### config.mk
export PLATFORM = sky130hd
export DESIGN_NAME = peres_cascade_ctrl_flat
export DESIGN_NICKNAME = d
export VERILOG_FILES = /design/src/rtl/peres_cascade_ctrl_if.sv /design/src/rtl/peres_cascade_ctrl.sv /design/src/flat_wrapper.sv
export SDC_FILE = /design/constraint.sdc
export NUM_CORES = 1
export LEC_CHECK = 0
export CELL_PAD_IN_SITES_DETAIL_PLACEMENT = 1
export CELL_PAD_IN_SITES_GLOBAL_PLACEMENT = 2
export CORE_AREA = 2 2 167 169
export CTS_CLUSTER_SIZE = 10
export DETAILED_ROUTE_END_ITERATION = 7
export DIE_AREA = 0 0 169 171
export HOLD_SLACK_MARGIN = 0.06
export PLACE_DENSITY_LB_ADDON = 0.1
export SYNTH_ARGS = -nofsm -noshare
export SYNTH_HDL_FRONTEND = slang
export SYNTH_SLANG_ARGS = --single-unit
### constraint.sdc
create_clock -name clk -period 3.6 [get_ports clk]
set_input_delay 1.08 -clock clk [delete_from_list [all_inputs] [get_ports clk]]
set_output_delay 1.08 -clock clk [all_outputs]
set_load 0.1 [all_outputs]
### src/rtl/peres_cascade_ctrl_if.sv
// Host/consumer bundle for the reversible-gate sequencer: program load, word load,
// run control and result handshake.
interface peres_cascade_ctrl_if #(
    parameter int WIDTH = 8,
    parameter int DEPTH = 16,
    parameter int IDXW  = $clog2(WIDTH),
    parameter int OPW   = 2 + 3*IDXW,
    parameter int LENW  = $clog2(DEPTH+1)
);
    logic                     prog_we;
    logic [$clog2(DEPTH)-1:0] prog_addr;
    logic [OPW-1:0]           prog_wdata;
    logic [LENW-1:0]          prog_len;
    logic                     dir;
    logic                     load_valid;
    logic                     load_ready;
    logic [WIDTH-1:0]         load_data;
    logic                     start;
    logic                     busy;
    logic                     out_valid;
    logic                     out_ready;
    logic [WIDTH-1:0]         out_data;
    logic                     err;

    modport master (
        output prog_we, prog_addr, prog_wdata, prog_len, dir,
        output load_valid, load_data, start, out_ready,
        input  load_ready, busy, out_valid, out_data, err
    );

    modport slave (
        input  prog_we, prog_addr, prog_wdata, prog_len, dir,
        input  load_valid, load_data, start, out_ready,
        output load_ready, busy, out_valid, out_data, err
    );
endinterface

### src/rtl/peres_cascade_ctrl.sv
// Runs a stored program of Peres / inverse-Peres / Toffoli ops over a WIDTH-line
// register, one op per clock, forward or as the exact inverse sequence.
module peres_cascade_ctrl #(
    parameter int WIDTH = 8,
    parameter int DEPTH = 16,
    parameter int IDXW  = $clog2(WIDTH),
    parameter int OPW   = 2 + 3*IDXW,
    parameter int LENW  = $clog2(DEPTH+1)
) (
    input logic                 clk,
    input logic                 rst_n,
    peres_cascade_ctrl_if.slave bus
);
    localparam int AW = $clog2(DEPTH);

    typedef enum logic [1:0] {IDLE, RUN, DONE} fsm_t;

    fsm_t             fsm;
    logic [WIDTH-1:0] lines;
    logic [AW-1:0]    pc;
    logic [LENW-1:0]  len;
    logic             rev;
    logic             busy_r;
    logic             valid_r;
    logic             ready_r;
    logic             err_r;

    logic [OPW-1:0]   prog [DEPTH];

    logic [OPW-1:0]   op;
    logic [1:0]       typ;
    logic [1:0]       eff_typ;
    logic [IDXW-1:0]  ia;
    logic [IDXW-1:0]  ib;
    logic [IDXW-1:0]  ic;
    logic             legal;
    logic [WIDTH-1:0] lines_next;
    logic [LENW-1:0]  len_start;
    logic [AW-1:0]    last_pc;

    function automatic logic op_legal(input logic [IDXW-1:0] a,
                                      input logic [IDXW-1:0] b,
                                      input logic [IDXW-1:0] c);
        return (a != b) && (a != c) && (b != c) &&
               (int'(a) < WIDTH) && (int'(b) < WIDTH) && (int'(c) < WIDTH);
    endfunction

    // Every read uses the pre-op word; only lines b and c may change.
    function automatic logic [WIDTH-1:0] apply_op(input logic [WIDTH-1:0] s,
                                                  input logic [1:0]       t,
                                                  input logic [IDXW-1:0]  a,
                                                  input logic [IDXW-1:0]  b,
                                                  input logic [IDXW-1:0]  c);
        logic [WIDTH-1:0] n;
        logic sa, sb, sc;
        n  = s;
        sa = s[a];
        sb = s[b];
        sc = s[c];
        case (t)
            2'b01: begin
                n[b] = sb ^ sa;
                n[c] = sc ^ (sa & sb);
            end
            2'b10: begin
                n[c] = sc ^ (sa & ~sb);
                n[b] = sb ^ sa;
            end
            2'b11:   n[c] = sc ^ (sa & sb);
            default: n = s;
        endcase
        return n;
    endfunction

    // Program memory is writable only while idle and is never reset.
    always_ff @(posedge clk) begin
        if (fsm == IDLE && bus.prog_we) begin
            prog[bus.prog_addr] <= bus.prog_wdata;
        end
    end

    always_comb begin
        op      = prog[pc];
        typ     = op[OPW-1:OPW-2];
        ia      = op[3*IDXW-1:2*IDXW];
        ib      = op[2*IDXW-1:IDXW];
        ic      = op[IDXW-1:0];
        legal   = op_legal(ia, ib, ic);
        // Reverse runs swap Peres and its inverse; Toffoli is self-inverse.
        eff_typ = (rev && (typ == 2'b01 || typ == 2'b10)) ? ~typ : typ;
        lines_next = legal ? apply_op(lines, eff_typ, ia, ib, ic) : lines;
        len_start  = (bus.prog_len > LENW'(DEPTH)) ? LENW'(DEPTH) : bus.prog_len;
        last_pc    = rev ? '0 : AW'(len - LENW'(1));
    end

    always_ff @(posedge clk) begin
        if (!rst_n) begin
            fsm     <= IDLE;
            lines   <= '0;
            pc      <= '0;
            len     <= '0;
            rev     <= 1'b0;
            busy_r  <= 1'b0;
            valid_r <= 1'b0;
            ready_r <= 1'b1;
            err_r   <= 1'b0;
        end else begin
            case (fsm)
                IDLE: begin
                    if (bus.load_valid && ready_r) begin
                        lines <= bus.load_data;
                    end
                    if (bus.start) begin
                        len     <= len_start;
                        rev     <= bus.dir;
                        err_r   <= 1'b0;
                        ready_r <= 1'b0;
                        if (len_start == '0) begin
                            fsm     <= DONE;
                            valid_r <= 1'b1;
                        end else begin
                            fsm    <= RUN;
                            busy_r <= 1'b1;
                            pc     <= bus.dir ? AW'(len_start - LENW'(1)) : '0;
                        end
                    end
                end
                RUN: begin
                    lines <= lines_next;
                    if (!legal) begin
                        err_r <= 1'b1;
                    end
                    if (pc == last_pc) begin
                        fsm     <= DONE;
                        busy_r  <= 1'b0;
                        valid_r <= 1'b1;
                    end else begin
                        pc <= rev ? pc - AW'(1) : pc + AW'(1);
                    end
                end
                DONE: begin
                    if (bus.out_ready) begin
                        fsm     <= IDLE;
                        valid_r <= 1'b0;
                        ready_r <= 1'b1;
                    end
                end
                default: fsm <= IDLE;
            endcase
        end
    end

    assign bus.load_ready = ready_r;
    assign bus.busy       = busy_r;
    assign bus.out_valid  = valid_r;
    assign bus.out_data   = lines;
    assign bus.err        = err_r;
endmodule

### src/flat_wrapper.sv
// flat-port wrapper written by rule: the top's interface ports become plain ports
module peres_cascade_ctrl_flat 
#(
    parameter int WIDTH = 8,
    parameter int DEPTH = 16,
    parameter int IDXW  = $clog2(WIDTH),
    parameter int OPW   = 2 + 3*IDXW,
    parameter int LENW  = $clog2(DEPTH+1)
)
  (clk, rst_n, bus_prog_we, bus_prog_addr, bus_prog_wdata, bus_prog_len, bus_dir, bus_load_valid, bus_load_data, bus_start, bus_out_ready, bus_load_ready, bus_busy, bus_out_valid, bus_out_data, bus_err);
  peres_cascade_ctrl_if #(.WIDTH(WIDTH), .DEPTH(DEPTH), .IDXW(IDXW), .OPW(OPW), .LENW(LENW)) bus_i ();
  input logic clk;
  input logic rst_n;
  input wire logic [$bits(bus_i.prog_we)-1:0] bus_prog_we;
  input wire logic [$bits(bus_i.prog_addr)-1:0] bus_prog_addr;
  input wire logic [$bits(bus_i.prog_wdata)-1:0] bus_prog_wdata;
  input wire logic [$bits(bus_i.prog_len)-1:0] bus_prog_len;
  input wire logic [$bits(bus_i.dir)-1:0] bus_dir;
  input wire logic [$bits(bus_i.load_valid)-1:0] bus_load_valid;
  input wire logic [$bits(bus_i.load_data)-1:0] bus_load_data;
  input wire logic [$bits(bus_i.start)-1:0] bus_start;
  input wire logic [$bits(bus_i.out_ready)-1:0] bus_out_ready;
  output wire logic [$bits(bus_i.load_ready)-1:0] bus_load_ready;
  output wire logic [$bits(bus_i.busy)-1:0] bus_busy;
  output wire logic [$bits(bus_i.out_valid)-1:0] bus_out_valid;
  output wire logic [$bits(bus_i.out_data)-1:0] bus_out_data;
  output wire logic [$bits(bus_i.err)-1:0] bus_err;
  assign bus_i.prog_we = bus_prog_we;
  assign bus_i.prog_addr = bus_prog_addr;
  assign bus_i.prog_wdata = bus_prog_wdata;
  assign bus_i.prog_len = bus_prog_len;
  assign bus_i.dir = bus_dir;
  assign bus_i.load_valid = bus_load_valid;
  assign bus_i.load_data = bus_load_data;
  assign bus_i.start = bus_start;
  assign bus_i.out_ready = bus_out_ready;
  assign bus_load_ready = bus_i.load_ready;
  assign bus_busy = bus_i.busy;
  assign bus_out_valid = bus_i.out_valid;
  assign bus_out_data = bus_i.out_data;
  assign bus_err = bus_i.err;
  peres_cascade_ctrl #(.WIDTH(WIDTH), .DEPTH(DEPTH), .IDXW(IDXW), .OPW(OPW), .LENW(LENW)) u_core (.clk(clk), .rst_n(rst_n), .bus(bus_i));
endmodule
==> results.json <==
{
  "status": "finished with violations",
  "violations": "setup timing",
  "drc": 0,
  "worst_skew_pair.late_latency_ns": 0.53,
  "antenna_found_initial": 0,
  "gr-total-overflow": 0,
  "min_period_over_period": 1.00,
  "synth_cell_types": 62,
  "routedWlPerCell_um": 23.4,
  "reg2reg_slack_ns": -0.02,
  "die_h_um": 171,
  "via_count": 5936,
  "maxSlewViolCount": 0,
  "clock_path_buffers": 3,
  "synthTopCellsByCount": "176 x edfxtp_1, 46 x nor2_1, 44 x nand2_1",
  "synthTopCellsByArea": "edfxtp_1 56%, mux4_2 9.4%, dfxtp_1 5.8%, mux4_1 2.0%, mux2i_1 1.9%",
  "dp_hpwl_um": 17300,
  "p_leak_nw": 3.86,
  "setup_viol": 1,
  "ys_ff_latch": 203,
  "hold-worst-slack_ns": 0.469,
  "track_usage": 0.183,
  "ys.flop_type": "edfxtp_1",
  "worst_slew_pin_slew_ns": 0.835,
  "syn_area_sq_um": 9370,
  "irDropWorstVdd_v": 0.000358,
  "finalWirelength_um": 25800,
  "synthCells": 632,
  "slew_headroom": 0.443,
  "fillers": 2765,
  "utilization": 0.422,
  "final_cells": 1102,
  "syn_avg_cell_area_sq_um": 14.8,
  "place_inst": 1059,
  "tritoncts": "built",
  "yosysMostFrequentCell": "edfxtp_1",
  "drive_above_1_share": 0.278,
  "rsz0062_at_grt": "yes",
  "fmax_mhz": 276,
  "synth_top_area_cell": "edfxtp_1",
  "drt_pass1_iterations": 4,
  "h-tree-depth": 1,
  "ios": 47,
  "seq_area_frac_synth": 0.622,
  "syn-num-nets": 677,
  "dieArea_sq_um": 28900,
  "diodes": 0,
  "hold_path_class": "reg -> reg",
  "area_delta_synth_final_pct": 23.2,
  "clockRootBuffer": "clkbuf_16",
  "power_density_nw_per_um2": 589,
  "first_global_vias": 6394,
  "min_path_cells": 2,
  "ff2ff_path_depth": 11,
  "grt_pass1_wl_um": 39500,
  "cp_data_required_time_ns": 4.04,
  "dr.first_iter.drc_count": 377,
  "finalClockSkew_ns": 0.0104,
  "cts_buffers": 25,
  "critPathLaunchType": "flip-flop",
  "critPathMaxFanout": 7,
  "yosys_warnings": 0,
  "period_needed_ns": 3.62,
  "drtAntennaViolNets": 0,
  "yosysTopAreaCellShare": 0.564,
  "initial_core_util": 0.343,
  "path_clk_slew_ns": 0.06,
  "path_class": "reg -> reg",
  "hold_viol_final": 0,
  "dieWidth_um": 169,
  "grt_max_degree": 19,
  "nets": 791,
  "cap_violations": 0,
  "core_region_area_sq_um": 27300,
  "gp_congestion": 0.788,
  "finalSetupTns_ns": -0.0177,
  "clock_sinks": 203,
  "ys_async_sr_fraction": 0,
  "via_per_inst": 5.39,
  "cp.arrival_ns": 4.05,
  "io_buffer_count": 46,
  "critPathCaptureType": "flip-flop",
  "placement_rows": 61,
  "setup_ws_ns": -0.0177,
  "synth-edff-count": 176
}
final timing paths:
| check | to | start |
|---|---|---|
| max | u_core.bus.out_data[6]$_SDFFE_PN0P_ | flip-flop |
| max reg2reg | u_core.bus.out_data[6]$_SDFFE_PN0P_ | flip-flop |
| min | u_core.bus.err$_SDFFE_PN0P_ | u_core.bus.err$_SDFFE_PN0P_ |
| min reg2reg | u_core.bus.err$_SDFFE_PN0P_ | u_core.bus.err$_SDFFE_PN0P_ |
logic make-up after synthesis:
group,after synthesis,share of synthesized area
simple gates,168,0.0900
buf+inv,43,0.0247
mux,73,0.143
fa+ha+maj,10,0.0142
compound gates,111,0.0829
xor+xnor,24,0.0232
flops,203,0.622
routing by layer:
metal | GRT usage | part of all wire | vias to the layer above
met5 | 0 | 0 | -
met4 | 0.0446 | 0.019 | 0
met3 | 0.0278 | 0.037 | 34
met2 | 0.321 | 0.50 | 109
met1 | 0.240 | 0.45 | 3064
li1 | - | - | 2729
critical path, cell delays in order, from the launching register on:
cell and delay, ns:
dfxtp_4 0.45, mux4_2 0.53, mux4_2 0.55, mux4_2 0.45, mux2_4 0.31, ha_4 0.29
nor2b_4 0.14, nand4_1 0.09, o31a_1 0.14, a211oi_2 0.18, a211oi_1 0.08, a311oi_1 0.31
timing repair:
| action | CTS | global route |
|---|---|---|
| gates cloned | 1 | 0 |
| resized for setup | 15 | 18 |
| endpoints found under the setup margin | 8 | 8 |
| pin swaps | 9 | 14 |
| setup buffers | 1 | 5 |
| hold buffers | 0 | 0 |
layout by cell type (no fill, tap or decap), drive strengths merged, types with 3 or more instances in the layout:
master         synthesis  routed
edfxtp               176     176
buf                   17      80
nor2                  46      46
mux4                  46      46
nand2                 45      45
a21oi                 36      36
clkdlybuf4s50          0      34
clkbuf                11      32
dfxtp                 27      27
mux2i                 18      18
inv                   14      15
xor2                  14      14
o21ai                 14      14
nor3                  13      13
a211oi                11      11
nand3                 10      10
xnor2                 10      10
nand2b                 9       9
a22oi                  9       9
ha                     9       9
mux2                   9       9
nand4                  8       8
nand3b                 8       8
nor2b                  7       7
nand4b                 6       6
or2                    5       5
o22ai                  5       5
a311oi                 5       5
o221ai                 4       4
a31oi                  4       4
a221oi                 4       4
clkinv                 1       4
and2                   3       3
nor4b                  3       3
metrics by stage:
step           cell area (sq um)  power (mW)  worst slack, ns
2_1_floorplan               9440        3.90          0.00302
3_3_place_gp               10600        4.44           -0.123
3_5_place_dp               10600        4.47           -0.142
4_1_cts                    11500        6.83          -0.0444
5_1_grt                    11500        7.10           -0.160
6_report                   11500        6.79          -0.0177
report_power, final:
| group | switching, mW | total, mW | internal (mW) |
|---|---|---|---|
| sequential | 0.0873 | 2.71 | 2.62 |
| clock | 0.934 | 2.29 | 1.35 |
| combinational | 1.03 | 1.80 | 0.765 |
| total | 2.05 | 6.79 | 4.74 |
sequential cells by signal, indices dropped and copies added (netlist names), 2 cells and up, named ones only:
name / flops
u_core.fsm: 2
u_core.prog: 176
u_core.len: 4
u_core.bus.out_data: 8
u_core.pc: 4
layout make-up:
type                       instances  area [sq um]  share of cell area
sequential                       203          5830               0.505
multi-input combinational        386          3470               0.301
timing repair buffer             115          1020              0.0886
clock buffer                      32           662              0.0573
tap                              346           433              0.0375
clock inverter                     5          63.8             0.00553
inverter                          15          56.3             0.00488
No activity file was read; power rests on OpenSTA's default activity.
